### config.mk
export PLATFORM = sky130hd
export DESIGN_NAME = ch_sequencer
export DESIGN_NICKNAME = d
export VERILOG_FILES = /design/src/rtl/ch_sequencer.sv
export SDC_FILE = /design/constraint.sdc
export NUM_CORES = 1
export LEC_CHECK = 0
export ABC_AREA = 1
export CAP_MARGIN = 5
export CORE_UTILIZATION = 51
export CTS_CLUSTER_DIAMETER = 80
export DETAILED_ROUTE_END_ITERATION = 12
export PLACE_DENSITY = 0.92
export SLEW_MARGIN = 20
export SYNTH_ARGS = -nofsm -noshare
export SYNTH_HDL_FRONTEND = slang
export SYNTH_SLANG_ARGS = --single-unit
### constraint.sdc
create_clock -name clk -period 5.6 [get_ports clk]
set_clock_uncertainty 0.15 [all_clocks]
set_input_delay 1.12 -clock clk [delete_from_list [all_inputs] [get_ports clk]]
set_output_delay 1.12 -clock clk [all_outputs]
set_load 0.01 [all_outputs]
### src/rtl/ch_sequencer.sv
// ch_sequencer: snapshots up to NCH samples per decimated strobe and
// streams them one beat per handshake, channel 0 first.
//
// Ports:
//   clk, rst (sync, active-low)     - clock and reset
//   enable, strobe, numch, d_in     - frame start control and samples
//   out_ready                       - downstream accept
//   clr_ovr                         - clears overrun flag and counter
//   out_valid/out_data/out_chan     - sample stream
//   out_first/out_last              - frame delimiters
//   busy                            - high while sending a frame
//   overrun, ovr_cnt                - dropped-strobe flag and count
//   frame_cnt                       - completed frames (wrapping)
module ch_sequencer #(
    parameter int NCH  = 8,
    parameter int DW   = 16,
    parameter int CNTW = 16
) (
    input  logic              clk,
    input  logic              rst,
    input  logic              enable,
    input  logic              strobe,
    input  logic [3:0]        numch,
    input  logic [NCH*DW-1:0] d_in,
    input  logic              out_ready,
    input  logic              clr_ovr,
    output logic              out_valid,
    output logic [DW-1:0]     out_data,
    output logic [2:0]        out_chan,
    output logic              out_first,
    output logic              out_last,
    output logic              busy,
    output logic              overrun,
    output logic [CNTW-1:0]   ovr_cnt,
    output logic [CNTW-1:0]   frame_cnt
);

    typedef enum logic {
        IDLE,
        SEND
    } state_t;

    state_t        state;
    state_t        state_nx;
    logic [DW-1:0] shadow [NCH];
    logic [3:0]    nlat;
    logic [2:0]    idx;

    logic start;
    logic hs;
    logic last;
    logic done;
    logic load;
    logic drop;

    assign start = strobe & enable & (numch != 4'd0);

    always_ff @(posedge clk) begin
        if (!rst) state <= IDLE;
        else      state <= state_nx;
    end

    always_comb begin
        state_nx  = state;
        load      = 1'b0;
        hs        = 1'b0;
        last      = 1'b0;
        done      = 1'b0;
        drop      = 1'b0;
        out_valid = 1'b0;
        out_data  = '0;
        out_chan  = '0;
        out_first = 1'b0;
        out_last  = 1'b0;
        busy      = 1'b0;
        unique case (state)
            IDLE: begin
                if (start) begin
                    load     = 1'b1;
                    state_nx = SEND;
                end
            end
            SEND: begin
                hs   = out_ready;
                last = ({1'b0, idx} == nlat - 4'd1);
                done = hs & last;
                if (done) begin
                    if (start) load = 1'b1;
                    else       state_nx = IDLE;
                end
                // A strobe is only consumed by a same-edge restart.
                drop      = strobe & ~(done & start);
                out_valid = 1'b1;
                out_data  = shadow[idx];
                out_chan  = idx;
                out_first = (idx == 3'd0);
                out_last  = last;
                busy      = 1'b1;
            end
            default: state_nx = IDLE;
        endcase
    end

    always_ff @(posedge clk) begin
        if (!rst) begin
            for (int k = 0; k < NCH; k++) shadow[k] <= '0;
            nlat      <= '0;
            idx       <= '0;
            overrun   <= 1'b0;
            ovr_cnt   <= '0;
            frame_cnt <= '0;
        end else begin
            if (load) begin
                for (int k = 0; k < NCH; k++)
                    shadow[k] <= d_in[k*DW +: DW];
                nlat <= (numch > 4'(NCH)) ? 4'(NCH) : numch;
                idx  <= '0;
            end else if (hs && !last) begin
                idx <= idx + 3'd1;
            end
            if (done) frame_cnt <= frame_cnt + 1'b1;
            // Clear takes priority over a drop on the same edge.
            if (clr_ovr) begin
                overrun <= 1'b0;
                ovr_cnt <= '0;
            end else if (drop) begin
                overrun <= 1'b1;
                if (ovr_cnt != '1) ovr_cnt <= ovr_cnt + 1'b1;
            end
        end
    end

endmodule
==> flow_metrics.env <==
export IMPL_status="finished, final reports clean"
export IMPL_instances_no_fill=1410
export IMPL_crit_required_ps=4330
export IMPL_peakVddDrop_uv=264.7
export IMPL_dp_hpwl_um=15310
export IMPL_fillers=1207
export IMPL_ioPinCount=194
export IMPL_core_area_sq_um=16580
export IMPL_path_depth=7
export IMPL_synth_area_per_cell_sq_um=8.593
export IMPL_endpoint_kind="output port"
export IMPL_period_minus_slack_ps=4625
export IMPL_num_rows=47
export IMPL_p_per_area_nw_per_um2=257.0
export IMPL_start_util_pct=52.23
export IMPL_crit_top_cell="o21ai_0"
export IMPL_post_route_util_pct=67.55
export IMPL_ys_ff_latch=172
export IMPL_critical_path_top_delay_family="buffers and inverters"
export IMPL_synth_cell_types=34
export IMPL_synth_edf_count=128
export IMPL_n_antenna_cell=0
export IMPL_synth_area_leaders="edfxtp_1, dfxtp_1, nor2_1"
export IMPL_crit_fanout=33
export IMPL_gr_total_overflow=0
export IMPL_die_h_um=132.3
export IMPL_cts_htree_levels=4
export IMPL_ys_warn_count=0
export IMPL_r2r_start="nlat[0]"
export IMPL_max_freq_ghz=0.2162
export IMPL_cts_root_buf="clkbuf_16"
export IMPL_final_area_sq_um=11200
export IMPL_die_area_sq_um=17510
export IMPL_placed_area_sq_um=10650
export IMPL_rsz0062_at_grt="false"
export IMPL_die_x_um=132.3
export IMPL_ant_nets=0
export IMPL_final_nets=1320
export IMPL_drtIter0Drc=775
export IMPL_grt_antenna_before_repair=2
export IMPL_total_leakage_power_nw=4.704
export IMPL_slew_headroom_pct=33.10
export IMPL_worst_pin_slew_ps=1002
export IMPL_drv_cap=0
export IMPL_tns_ps=0
export IMPL_drv_slew=0
export IMPL_worstSkewPairLatency_ps=430
export IMPL_setup_viol=0
export IMPL_clk_pin_slew_ps=60
export IMPL_critPathCapture="out_data[4]"
export IMPL_grt_max_degree=70
export IMPL_drtPass1Iterations=5
export IMPL_via_count=7496
export IMPL_netlist_area_leader_share_pct=44.37
export IMPL_drive_above_1_share_pct=8.403
export IMPL_start_kind="flip-flop"
export IMPL_post_cts_resized=0
export IMPL_hold_class="flip-flop to flip-flop"
export IMPL_numCtsBuffers=17
export IMPL_slowest_delay_ps=780
export IMPL_place_inst=1378
export IMPL_finalCritPeriodShare_pct=82.59
export IMPL_cts_buffer_depth=2
export IMPL_wirelength_um=22610
export IMPL_critical_path_slowest_cell="inv_1"
export IMPL_syn_area_sq_um=8662
export IMPL_grt_pass1_vias=7090
export IMPL_clock_sinks=172
export IMPL_r2r_worst_path_cells=9
export IMPL_synth_cells=1008
export IMPL_synth_top_area_cell="edfxtp_1"
export IMPL_postCtsSetupRepairBufs=0
export IMPL_ys_async_sr_fraction_pct=0
export IMPL_final_hold_viol_count=0
export IMPL_syn2layout_area_growth_pct=29.32
export IMPL_remaining_drc_errors=0
export IMPL_path_class="flip-flop to output port"
export IMPL_synthFlopType="edfxtp_1"
export IMPL_cp_arrival_ps=3350
export IMPL_grtUsageTotal_pct=26.04
export IMPL_timing_rr_end="shadow[6][2]"
export IMPL_grt_first_pass_wirelength_um=35240
export IMPL_cts_tree="built"
export IMPL_crit_buf_inv=3
export IMPL_viasPerCell=5.316
export IMPL_ys_seq_area_share_pct=54.54
export IMPL_crit_chain="buf_4 -> inv_1 -> o21ai_0 -> o22ai_1 -> o21ai_0 -> a31oi_1 -> clkdlybuf4s50_1"
export IMPL_place_gp_congestion=0.9121
export IMPL_mappedNetlistNets=1151
export IMPL_holdBufCountCts=0
export IMPL_hold_depth=2
export IMPL_r2r_slack_ps=2570
export IMPL_io_buffers=193
export IMPL_routedWlPerCell_um=16.04
sequential cells by signal, indices dropped and copies added, names as in the netlist, named ones only:
| signal | flops |
|---|---|
| shadow | 128 |
| state | 1 |
| frame_cnt | 16 |
| idx | 3 |
| nlat | 4 |
| overrun | 1 |
| ovr_cnt | 16 |
kinds of logic after synthesis:
group	share of synthesized area, %
simple gates	22.00
xor+xnor	2.022
flops	54.54
fa+ha+maj	0.7222
compound gates	9.765
buf+inv	10.95
tightest hold or removal path, stage by stage, from the launching register on:
cell     delay, ps
dfxtp_1        330
a21oi_1         40
nor2_1          70
placed cells by master, fill, tap and decap left out, types with 2 or more instances in the layout:
master / instances
clkbuf_1: 3
nor2_1: 188
buf_4: 5
a21oi_1: 35
xnor2_1: 10
edfxtp_1: 128
a31oi_1: 16
nor2_2: 40
o21ai_1: 4
clkinv_2: 3
o21ai_0: 83
nand3_2: 2
inv_1: 172
o21ai_2: 4
nand2_2: 2
nand2_1: 130
inv_6: 5
clkbuf_16: 17
nand3_1: 30
nand2_4: 3
ha_1: 5
nor2_4: 4
nand4_1: 16
clkdlybuf4s50_1: 192
o22ai_1: 16
clkinvlp_4: 3
nor3_1: 6
xor2_1: 10
inv_2: 4
dfxtp_1: 43
worst min path at each step:
stage	slack (ps)	to	start
6_report	330	overrun	overrun
5_1_grt	380	frame_cnt[15]	frame_cnt[15]
4_1_cts	340	overrun	overrun
3_5_place_dp	310	overrun	overrun
3_3_place_gp	310	overrun	overrun
2_1_floorplan	330	nlat[3]	nlat[3]
cell type report:
type	instances	area (sq um)	share of cell area [%]
Clock buffer	20	436.7	3.898
Clock inverter	12	111.4	0.9941
Inverter	177	664.4	5.931
Multi-Input combinational cell	610	3004	26.82
Sequential cell	172	4726	42.19
Tap cell	220	275.3	2.457
Timing Repair Buffer	199	1984	17.71
power by group:
group          switching, W  internal (W)  leakage [nW]
clock              0.000497      0.000616         0.262
combinational      0.000156      0.000138          2.74
sequential        0.0000262       0.00145          1.70
total              0.000679       0.00220          4.70
metrics by stage:
stage	total power, W	worst slack [ps]	hold WS, ps
4_1_cts	0.002885	1069	340.0
6_report	0.002879	975.0	331.6
3_3_place_gp	0.001778	1642	310.2
5_1_grt	0.002976	880.0	375.4
3_5_place_dp	0.001788	1535	314.0
2_1_floorplan	0.001632	459.7	329.0
per-layer routing:
layer / track usage [%] / up-vias / wire (um) / share of wire (%)
met4: 7.727 / 4 / 461 / 2.0
met2: 44.15 / 395 / 11090 / 49
met5: 0 / - / 23 / 0.10
met3: 8.151 / 44 / 2438 / 11
met1: 31.78 / 3485 / 8591 / 38
li1: - / 3568 / - / -
synthesized netlist by cell type (5+ instances only):
library cell / number
inv_1: 172
o21ai_0: 83
buf_6: 12
nand2_1: 131
buf_1: 7
nor3_1: 6
xnor2_1: 10
dfxtp_1: 44
a31oi_1: 16
nor2_2: 40
ha_1: 5
o22ai_1: 16
edfxtp_1: 128
xor2_1: 10
nor2_1: 188
nand4_1: 16
clkbuf_1: 26
nand3_1: 30
a21oi_1: 35
(Power assumes the default switching activity.)
